File: config.mk
export PLATFORM = sky130hd
export DESIGN_NAME = tlb_flat
export DESIGN_NICKNAME = d
export VERILOG_FILES = /design/src/rtl/tlb_if.sv /design/src/rtl/tlb.sv /design/src/flat_wrapper.sv
export SDC_FILE = /design/constraint.sdc
export NUM_CORES = 2
export LEC_CHECK = 0
export CORE_MARGIN = 3
export CORE_UTILIZATION = 40
export CTS_BUF_LIST = sky130_fd_sc_hd__clkbuf_16
export DETAILED_ROUTE_END_ITERATION = 8
export DONT_BUFFER_PORTS = 1
export GPL_TIMING_DRIVEN = 0
export PLACE_DENSITY = 0.53
export SYNTH_ARGS = -nofsm -noshare
export SYNTH_HDL_FRONTEND = slang
export SYNTH_SLANG_ARGS = --single-unit
File: constraint.sdc
create_clock -name clk -period 8.6 [get_ports clk]
set_clock_uncertainty 0.2 [all_clocks]
set_input_delay 1.72 -clock clk [delete_from_list [all_inputs] [get_ports clk]]
set_output_delay 1.72 -clock clk [all_outputs]
set_load 0.05 [all_outputs]
File: src/rtl/tlb_if.sv
// Bus bundle for the TLB: two search ports, a write port and a read port.
// The TLB itself attaches through the slave modport; the requester uses master.
interface tlb_if;
    logic [18:0] s0_vpn2;
    logic        s0_odd_page;
    logic [7:0]  s0_asid;
    logic        s0_found;
    logic [3:0]  s0_index;
    logic [19:0] s0_pfn;
    logic [2:0]  s0_c;
    logic        s0_d;
    logic        s0_v;
    logic        s0_multi;

    logic [18:0] s1_vpn2;
    logic        s1_odd_page;
    logic [7:0]  s1_asid;
    logic        s1_found;
    logic [3:0]  s1_index;
    logic [19:0] s1_pfn;
    logic [2:0]  s1_c;
    logic        s1_d;
    logic        s1_v;
    logic        s1_multi;

    logic        we;
    logic        wr_random;
    logic [3:0]  w_index;
    logic [18:0] w_vpn2;
    logic [7:0]  w_asid;
    logic        w_g;
    logic [19:0] w_pfn0;
    logic [2:0]  w_c0;
    logic        w_d0;
    logic        w_v0;
    logic [19:0] w_pfn1;
    logic [2:0]  w_c1;
    logic        w_d1;
    logic        w_v1;

    logic [3:0]  r_index;
    logic [18:0] r_vpn2;
    logic [7:0]  r_asid;
    logic        r_g;
    logic [19:0] r_pfn0;
    logic [2:0]  r_c0;
    logic        r_d0;
    logic        r_v0;
    logic [19:0] r_pfn1;
    logic [2:0]  r_c1;
    logic        r_d1;
    logic        r_v1;

    modport slave (
        input  s0_vpn2, s0_odd_page, s0_asid,
        output s0_found, s0_index, s0_pfn, s0_c, s0_d, s0_v, s0_multi,
        input  s1_vpn2, s1_odd_page, s1_asid,
        output s1_found, s1_index, s1_pfn, s1_c, s1_d, s1_v, s1_multi,
        input  we, wr_random, w_index, w_vpn2, w_asid, w_g,
        input  w_pfn0, w_c0, w_d0, w_v0, w_pfn1, w_c1, w_d1, w_v1,
        input  r_index,
        output r_vpn2, r_asid, r_g, r_pfn0, r_c0, r_d0, r_v0,
        output r_pfn1, r_c1, r_d1, r_v1
    );

    modport master (
        output s0_vpn2, s0_odd_page, s0_asid,
        input  s0_found, s0_index, s0_pfn, s0_c, s0_d, s0_v, s0_multi,
        output s1_vpn2, s1_odd_page, s1_asid,
        input  s1_found, s1_index, s1_pfn, s1_c, s1_d, s1_v, s1_multi,
        output we, wr_random, w_index, w_vpn2, w_asid, w_g,
        output w_pfn0, w_c0, w_d0, w_v0, w_pfn1, w_c1, w_d1, w_v1,
        output r_index,
        input  r_vpn2, r_asid, r_g, r_pfn0, r_c0, r_d0, r_v0,
        input  r_pfn1, r_c1, r_d1, r_v1
    );
endinterface

File: src/rtl/tlb.sv
// 16-entry fully associative MIPS-style TLB with dual combinational search,
// indexed/random write, combinational read and a Wired-bounded random counter.
module tlb (
    input  logic       clk,
    input  logic       reset,
    tlb_if.slave       bus,
    input  logic [3:0] wired,
    input  logic       wired_we,
    output logic [3:0] random
);
    localparam int         TLBNUM   = 16;
    localparam logic [3:0] LAST_IDX = 4'd15;

    typedef struct packed {
        logic [18:0] vpn2;
        logic [7:0]  asid;
        logic        g;
        logic [19:0] pfn0;
        logic [2:0]  c0;
        logic        d0;
        logic        v0;
        logic [19:0] pfn1;
        logic [2:0]  c1;
        logic        d1;
        logic        v1;
    } entry_t;

    entry_t     entry_q [TLBNUM];
    entry_t     entry_d [TLBNUM];
    logic [3:0] random_q;
    logic [3:0] random_d;
    logic [3:0] w_idx;
    entry_t     w_entry;

    logic [TLBNUM-1:0] match0;
    logic [TLBNUM-1:0] match1;
    logic [3:0]        idx0;
    logic [3:0]        idx1;
    entry_t            hit0;
    entry_t            hit1;
    entry_t            rd;

    function automatic logic [3:0] lowest_set(input logic [TLBNUM-1:0] m);
        lowest_set = '0;
        for (int i = TLBNUM - 1; i >= 0; i--) begin
            if (m[i]) lowest_set = 4'(i);
        end
    endfunction

    // TLBWR samples random before the edge, so the write target uses random_q.
    always_comb begin
        w_entry = '{vpn2: bus.w_vpn2, asid: bus.w_asid, g: bus.w_g,
                    pfn0: bus.w_pfn0, c0: bus.w_c0, d0: bus.w_d0, v0: bus.w_v0,
                    pfn1: bus.w_pfn1, c1: bus.w_c1, d1: bus.w_d1, v1: bus.w_v1};
        w_idx   = bus.wr_random ? random_q : bus.w_index;
        entry_d = entry_q;
        if (bus.we) entry_d[w_idx] = w_entry;
    end

    always_comb begin
        if (wired_we || random_q <= wired) random_d = LAST_IDX;
        else                               random_d = random_q - 4'd1;
    end

    always_ff @(posedge clk) begin
        if (reset) begin
            for (int i = 0; i < TLBNUM; i++) entry_q[i] <= '0;
            random_q <= LAST_IDX;
        end else begin
            entry_q  <= entry_d;
            random_q <= random_d;
        end
    end

    assign random = random_q;

    // Validity bits deliberately play no part in matching.
    always_comb begin
        match0 = '0;
        match1 = '0;
        for (int i = 0; i < TLBNUM; i++) begin
            match0[i] = (entry_q[i].vpn2 == bus.s0_vpn2) &&
                        (entry_q[i].g || entry_q[i].asid == bus.s0_asid);
            match1[i] = (entry_q[i].vpn2 == bus.s1_vpn2) &&
                        (entry_q[i].g || entry_q[i].asid == bus.s1_asid);
        end
    end

    always_comb begin
        idx0 = lowest_set(match0);
        idx1 = lowest_set(match1);
        hit0 = entry_q[idx0];
        hit1 = entry_q[idx1];

        bus.s0_found = |match0;
        bus.s0_index = idx0;
        bus.s0_multi = (match0 & (match0 - 16'd1)) != '0;
        bus.s0_pfn   = '0;
        bus.s0_c     = '0;
        bus.s0_d     = 1'b0;
        bus.s0_v     = 1'b0;
        if (bus.s0_found) begin
            bus.s0_pfn = bus.s0_odd_page ? hit0.pfn1 : hit0.pfn0;
            bus.s0_c   = bus.s0_odd_page ? hit0.c1   : hit0.c0;
            bus.s0_d   = bus.s0_odd_page ? hit0.d1   : hit0.d0;
            bus.s0_v   = bus.s0_odd_page ? hit0.v1   : hit0.v0;
        end

        bus.s1_found = |match1;
        bus.s1_index = idx1;
        bus.s1_multi = (match1 & (match1 - 16'd1)) != '0;
        bus.s1_pfn   = '0;
        bus.s1_c     = '0;
        bus.s1_d     = 1'b0;
        bus.s1_v     = 1'b0;
        if (bus.s1_found) begin
            bus.s1_pfn = bus.s1_odd_page ? hit1.pfn1 : hit1.pfn0;
            bus.s1_c   = bus.s1_odd_page ? hit1.c1   : hit1.c0;
            bus.s1_d   = bus.s1_odd_page ? hit1.d1   : hit1.d0;
            bus.s1_v   = bus.s1_odd_page ? hit1.v1   : hit1.v0;
        end
    end

    always_comb begin
        rd         = entry_q[bus.r_index];
        bus.r_vpn2 = rd.vpn2;
        bus.r_asid = rd.asid;
        bus.r_g    = rd.g;
        bus.r_pfn0 = rd.pfn0;
        bus.r_c0   = rd.c0;
        bus.r_d0   = rd.d0;
        bus.r_v0   = rd.v0;
        bus.r_pfn1 = rd.pfn1;
        bus.r_c1   = rd.c1;
        bus.r_d1   = rd.d1;
        bus.r_v1   = rd.v1;
    end
endmodule
File: src/flat_wrapper.sv
// flat-port wrapper written by rule: the top's interface ports become plain ports
module tlb_flat 
  (clk, reset, wired, wired_we, random, bus_s0_vpn2, bus_s0_odd_page, bus_s0_asid, bus_s0_found, bus_s0_index, bus_s0_pfn, bus_s0_c, bus_s0_d, bus_s0_v, bus_s0_multi, bus_s1_vpn2, bus_s1_odd_page, bus_s1_asid, bus_s1_found, bus_s1_index, bus_s1_pfn, bus_s1_c, bus_s1_d, bus_s1_v, bus_s1_multi, bus_we, bus_wr_random, bus_w_index, bus_w_vpn2, bus_w_asid, bus_w_g, bus_w_pfn0, bus_w_c0, bus_w_d0, bus_w_v0, bus_w_pfn1, bus_w_c1, bus_w_d1, bus_w_v1, bus_r_index, bus_r_vpn2, bus_r_asid, bus_r_g, bus_r_pfn0, bus_r_c0, bus_r_d0, bus_r_v0, bus_r_pfn1, bus_r_c1, bus_r_d1, bus_r_v1);
  tlb_if bus_i ();
  input  logic clk;
  input  logic reset;
  input  logic [3:0] wired;
  input  logic wired_we;
  output logic [3:0] random;
  input wire logic [$bits(bus_i.s0_vpn2)-1:0] bus_s0_vpn2;
  input wire logic [$bits(bus_i.s0_odd_page)-1:0] bus_s0_odd_page;
  input wire logic [$bits(bus_i.s0_asid)-1:0] bus_s0_asid;
  output wire logic [$bits(bus_i.s0_found)-1:0] bus_s0_found;
  output wire logic [$bits(bus_i.s0_index)-1:0] bus_s0_index;
  output wire logic [$bits(bus_i.s0_pfn)-1:0] bus_s0_pfn;
  output wire logic [$bits(bus_i.s0_c)-1:0] bus_s0_c;
  output wire logic [$bits(bus_i.s0_d)-1:0] bus_s0_d;
  output wire logic [$bits(bus_i.s0_v)-1:0] bus_s0_v;
  output wire logic [$bits(bus_i.s0_multi)-1:0] bus_s0_multi;
  input wire logic [$bits(bus_i.s1_vpn2)-1:0] bus_s1_vpn2;
  input wire logic [$bits(bus_i.s1_odd_page)-1:0] bus_s1_odd_page;
  input wire logic [$bits(bus_i.s1_asid)-1:0] bus_s1_asid;
  output wire logic [$bits(bus_i.s1_found)-1:0] bus_s1_found;
  output wire logic [$bits(bus_i.s1_index)-1:0] bus_s1_index;
  output wire logic [$bits(bus_i.s1_pfn)-1:0] bus_s1_pfn;
  output wire logic [$bits(bus_i.s1_c)-1:0] bus_s1_c;
  output wire logic [$bits(bus_i.s1_d)-1:0] bus_s1_d;
  output wire logic [$bits(bus_i.s1_v)-1:0] bus_s1_v;
  output wire logic [$bits(bus_i.s1_multi)-1:0] bus_s1_multi;
  input wire logic [$bits(bus_i.we)-1:0] bus_we;
  input wire logic [$bits(bus_i.wr_random)-1:0] bus_wr_random;
  input wire logic [$bits(bus_i.w_index)-1:0] bus_w_index;
  input wire logic [$bits(bus_i.w_vpn2)-1:0] bus_w_vpn2;
  input wire logic [$bits(bus_i.w_asid)-1:0] bus_w_asid;
  input wire logic [$bits(bus_i.w_g)-1:0] bus_w_g;
  input wire logic [$bits(bus_i.w_pfn0)-1:0] bus_w_pfn0;
  input wire logic [$bits(bus_i.w_c0)-1:0] bus_w_c0;
  input wire logic [$bits(bus_i.w_d0)-1:0] bus_w_d0;
  input wire logic [$bits(bus_i.w_v0)-1:0] bus_w_v0;
  input wire logic [$bits(bus_i.w_pfn1)-1:0] bus_w_pfn1;
  input wire logic [$bits(bus_i.w_c1)-1:0] bus_w_c1;
  input wire logic [$bits(bus_i.w_d1)-1:0] bus_w_d1;
  input wire logic [$bits(bus_i.w_v1)-1:0] bus_w_v1;
  input wire logic [$bits(bus_i.r_index)-1:0] bus_r_index;
  output wire logic [$bits(bus_i.r_vpn2)-1:0] bus_r_vpn2;
  output wire logic [$bits(bus_i.r_asid)-1:0] bus_r_asid;
  output wire logic [$bits(bus_i.r_g)-1:0] bus_r_g;
  output wire logic [$bits(bus_i.r_pfn0)-1:0] bus_r_pfn0;
  output wire logic [$bits(bus_i.r_c0)-1:0] bus_r_c0;
  output wire logic [$bits(bus_i.r_d0)-1:0] bus_r_d0;
  output wire logic [$bits(bus_i.r_v0)-1:0] bus_r_v0;
  output wire logic [$bits(bus_i.r_pfn1)-1:0] bus_r_pfn1;
  output wire logic [$bits(bus_i.r_c1)-1:0] bus_r_c1;
  output wire logic [$bits(bus_i.r_d1)-1:0] bus_r_d1;
  output wire logic [$bits(bus_i.r_v1)-1:0] bus_r_v1;
  assign bus_i.s0_vpn2 = bus_s0_vpn2;
  assign bus_i.s0_odd_page = bus_s0_odd_page;
  assign bus_i.s0_asid = bus_s0_asid;
  assign bus_s0_found = bus_i.s0_found;
  assign bus_s0_index = bus_i.s0_index;
  assign bus_s0_pfn = bus_i.s0_pfn;
  assign bus_s0_c = bus_i.s0_c;
  assign bus_s0_d = bus_i.s0_d;
  assign bus_s0_v = bus_i.s0_v;
  assign bus_s0_multi = bus_i.s0_multi;
  assign bus_i.s1_vpn2 = bus_s1_vpn2;
  assign bus_i.s1_odd_page = bus_s1_odd_page;
  assign bus_i.s1_asid = bus_s1_asid;
  assign bus_s1_found = bus_i.s1_found;
  assign bus_s1_index = bus_i.s1_index;
  assign bus_s1_pfn = bus_i.s1_pfn;
  assign bus_s1_c = bus_i.s1_c;
  assign bus_s1_d = bus_i.s1_d;
  assign bus_s1_v = bus_i.s1_v;
  assign bus_s1_multi = bus_i.s1_multi;
  assign bus_i.we = bus_we;
  assign bus_i.wr_random = bus_wr_random;
  assign bus_i.w_index = bus_w_index;
  assign bus_i.w_vpn2 = bus_w_vpn2;
  assign bus_i.w_asid = bus_w_asid;
  assign bus_i.w_g = bus_w_g;
  assign bus_i.w_pfn0 = bus_w_pfn0;
  assign bus_i.w_c0 = bus_w_c0;
  assign bus_i.w_d0 = bus_w_d0;
  assign bus_i.w_v0 = bus_w_v0;
  assign bus_i.w_pfn1 = bus_w_pfn1;
  assign bus_i.w_c1 = bus_w_c1;
  assign bus_i.w_d1 = bus_w_d1;
  assign bus_i.w_v1 = bus_w_v1;
  assign bus_i.r_index = bus_r_index;
  assign bus_r_vpn2 = bus_i.r_vpn2;
  assign bus_r_asid = bus_i.r_asid;
  assign bus_r_g = bus_i.r_g;
  assign bus_r_pfn0 = bus_i.r_pfn0;
  assign bus_r_c0 = bus_i.r_c0;
  assign bus_r_d0 = bus_i.r_d0;
  assign bus_r_v0 = bus_i.r_v0;
  assign bus_r_pfn1 = bus_i.r_pfn1;
  assign bus_r_c1 = bus_i.r_c1;
  assign bus_r_d1 = bus_i.r_d1;
  assign bus_r_v1 = bus_i.r_v1;
  tlb u_core (.clk(clk), .reset(reset), .bus(bus_i), .wired(wired), .wired_we(wired_we), .random(random));
endmodule
==> metrics.md <==
| Metric | Value |
|---|---|
| Vias | `87600` |
| Vias in the first global route | `77800` |
| Crit path DAT | `7.11 ns` |
| Average size of a mapped cell | `7.88 sq um` |
| Worst-margin pin slew | `1.83 ns` |
| Die width | `443 um` |
| Max frequency | `111 MHz` |
| CP Depth | `12` |
| Worst path cell trace | `buf_12 > xor2_1 > nor4_1 > a21oi_4 > or3_4 > buf_4 > clkbuf_2 > buf_2 > nand3_1 > nand3_1 > nand4_1 > nand4_1` |
| Final Hold Viols | `0` |
| Total Wirelength | `556000 um` |
| Share of layout cells above drive strength 1 | `13.5%` |
| Post-detail-place hpwl | `416000 um` |
| Post-synth cell types | `63` |
| Number of flops mapped to enable cells by yosys | `0` |
| CP bufs+invs | `4` |
| Cell count of the worst reg-to-reg path | `7` |
| Row cnt | `159` |
| Root buffer cell | `clkbuf_16` |
| Boundary pin count | `295` |
| Routed Antenna Nets | `0` |
| Crit path setup slack, layout | `-0.435 ns` |
| RR Endpoint | `u_core.entry_q[1017]` |
| Port buffer count | `0` |
| Largest net degree at the start of global routing | `17` |
| Crit-path leading delay family | `simple AND/OR/NAND/NOR gates` |
| Hold Crit Endpoint | `u_core.entry_q[579]` |
| Slowest cell on crit path | `nand4_1` |
| R2R Setup Slk | `3.22 ns` |
| TNS Setup | `-9.03 ns` |
| Crit end category | `output pin` |
| Hold buffer count at cts | `0` |
| DIE AREA | `196000 sq um` |
| Predominant post-synthesis flop cell | `dfxtp_1` |
| Metal2 WL | `210000 um` |
| Worst setup path category | `primary input to output pin` |
| Global-route wire length before repair | `715000 um` |
| Max Used Layer | `met5` |
| Area Overhead vs Synth | `17.3%` |
| Nets | `10100` |
| Fill cells | `18600` |
| Synth async-reset ratio | `0%` |
| # setup viols final | `49` |
| Worst r2r src | `u_core.random[0]` |
| RSZ-0062 raised after global routing | `true` |
| Clk buf depth | `3` |
| Total CTS buffers | `154` |
| Register area share after synthesis | `32.8%` |
| Max-slew violations | `256` |
| Hold path cells | `2` |
| TritonRoute pass-1 iters | `9` |
| Final worst-path cycle share | `105%` |
| Grt total ovfl | `0` |
| Clock sink count | `1252` |
| Worst path required time | `6.68 ns` |
| FF+latch count, synth | `1252` |
| Worst min path class | `flop to flop` |
| GRT Overall Usage | `54.0%` |
| Core Footprint | `189000 sq um` |
| Met3 wire length | `99000 um` |
| Post-Synthesis Cell Area | `76400 sq um` |
| Syn nets | `9855` |
| Reg clk slew, reported paths | `0.05 ns` |
| Drt initial violations | `16700` |
| Via-to-Cell Ratio | `6.92` |
| Post-layout minimum cycle time | `9.03 ns` |
| Starting Density | `40.5%` |
| GP Congestion | `1.12` |
| Yosys warning count | `0` |
| Initial antenna violation count | `88` |
| Largest vdd supply drop | `0.000161 V` |
| Slew HR | `-22.3%` |
| Status | `complete, but fails checks` |
| H-tree Lvls | `4` |
| Worst skew pair latency | `0.84 ns` |
| DR WL/cell | `43.9 um` |
| Metal-1 WL | `198000 um` |
| Startpoint types | `primary input` |
| Die height | `443 um` |
| Max_cap viols | `24` |
| CTS tree | `built` |
| Largest stage delay, worst path | `0.94 ns` |
| Fin Hold WS | `0.288 ns` |
| Crit path max fanout | `10` |
| DRC | `16` |
| P_leak | `29.2 nW` |
| Syn Inst Count | `9699` |
| Power Dens Cells | `160 nW/um^2` |
| Failing checks | `DRC, capacitance limit, slew limit, setup timing` |
| Hold_sp | `u_core.entry_q[579]` |
==> synthesized netlist by cell type (8+ instances only) <==
master | n | area, sq um
o22a_1 | 51 | 447
nand3_1 | 320 | 1600
nor3_1 | 49 | 245
mux2i_1 | 444 | 4440
o31ai_1 | 26 | 195
mux4_2 | 390 | 8780
xor2_1 | 768 | 6730
o221ai_1 | 50 | 438
dfxtp_1 | 1252 | 25100
nor4_1 | 204 | 1280
or3_1 | 10 | 62.6
a31oi_1 | 100 | 626
nand2_1 | 3237 | 12200
buf_2 | 172 | 861
buf_4 | 31 | 233
or4_1 | 8 | 60.1
o21ai_1 | 28 | 140
buf_6 | 35 | 394
xnor2_1 | 98 | 858
inv_1 | 12 | 45.0
nand4_1 | 107 | 669
o22ai_1 | 102 | 638
buf_1 | 66 | 248
a21oi_1 | 1290 | 6460
a32oi_1 | 46 | 403
clkbuf_1 | 679 | 2550
nand2b_1 | 9 | 56.3
nor2_1 | 40 | 150
==> through the flow <==
step | cells | setup slack [ns] | area, sq um | power (W) | util (%)
final | 12700 | -0.435 | 89700 | 0.0144 | 47.5
after global routing | 12600 | -0.186 | 89600 | 0.0145 | 47.4
after CTS | 12500 | -0.00625 | 87500 | 0.0141 | 46.3
after detailed placement | 12200 | -3.38 | 80000 | 0.00748 | 42.4
after global placement | 12200 | -4.75 | 79500 | 0.00746 | 42.1
after floorplan | 9699 | 1.15 | 76400 | 0.00682 | -
==> worst min-delay path, delay by kind of cell (launching register included) <==
| family | cells | cell delay, ns |
|---|---|---|
| compound gates | 1 | 0.05 |
| simple gates | 1 | 0.06 |
| flops | 1 | 0.33 |
==> timing repair <==
action,CTS,global route
endpoints found under the setup margin,82,50
setup buffers,29,78
gates cloned,1,5
pin swaps,57,83
gates resized for setup,563,283
==> state kept, by name (all words and copies together), names as in the netlist <==
name / cells
u_core.random: 4
u_core.entry_q: 1248
==> logic make-up (layout without fill, tap and decap cells) <==
kind of cell / count (synthesis) / after routing / synth area share, %
buf+inv: 997 / 1395 / 5.68
xor+xnor: 866 / 866 / 9.92
other cells: 0 / 62 / 0
compound gates: 1728 / 1728 / 12.6
simple gates: 4010 / 4010 / 21.5
mux: 834 / 834 / 17.3
flops: 1252 / 1252 / 32.8
fa+ha+maj: 12 / 12 / 0.174
==> worst max-delay path by stage <==
stage                         startpoint             end  slack (ns)
after global placement    bus_s0_asid[2]   bus_s0_pfn[9]       -4.75
after CTS                 bus_s0_asid[7]   bus_s0_pfn[9]      -0.006
after detailed placement  bus_s0_asid[7]   bus_s0_pfn[9]       -3.38
after global routing      bus_s0_asid[0]  bus_s0_pfn[14]       -0.19
after floorplan           bus_s0_asid[6]  bus_s0_pfn[13]        1.15
final                     bus_s0_asid[7]  bus_s0_pfn[14]       -0.43
==> power breakdown <==
part / internal (W) / switching (W) / leakage (nW)
Sequential: 0.00587 / 0.000114 / 10.1
Combinational: 0.000421 / 0.00117 / 16.6
Clock: 0.00383 / 0.00296 / 2.54
==> per-layer routing <==
metal	global-route usage [%]	vias to the layer above
met1	64.9	43000
li1	-	34000
met4	37.5	54
met2	70.5	8465
met3	31.6	2129
met5	3.05	-
==> area by class of cell <==
cell class	count	area, sq um	area share, %
inverters	13	61.3	0.0684
plain buffers	978	5780	6.45
repair buffers	132	1470	1.64
multi-input cells	7450	49100	54.7
flip-flops and latches	1252	25100	27.9
well taps	2495	3120	3.48
diodes	62	155	0.173
clock buffers	158	3950	4.41
clock inverters	114	1000	1.12
==> cell usage in the layout (no fill, tap or decap), types with 45 or more instances in the layout <==
cell | netlist | routed
nand4_1 | 107 | 107
buf_4 | 31 | 149
nand3_1 | 320 | 307
xnor2_1 | 98 | 98
o22ai_1 | 102 | 102
nand2_1 | 3237 | 3216
buf_2 | 172 | 61
buf_6 | 35 | 75
mux2i_1 | 444 | 444
dfxtp_1 | 1252 | 1252
diode_2 | 0 | 62
clkbuf_16 | 0 | 166
a32oi_1 | 46 | 45
clkbuf_1 | 679 | 555
buf_1 | 66 | 49
buf_12 | 0 | 53
o221ai_1 | 50 | 50
a21oi_1 | 1290 | 1267
a31oi_1 | 100 | 99
xor2_1 | 768 | 747
nor4_1 | 204 | 154
clkbuf_2 | 1 | 80
o22a_1 | 51 | 51
mux4_2 | 390 | 390
No activity file was read; power rests on OpenSTA's default activity.
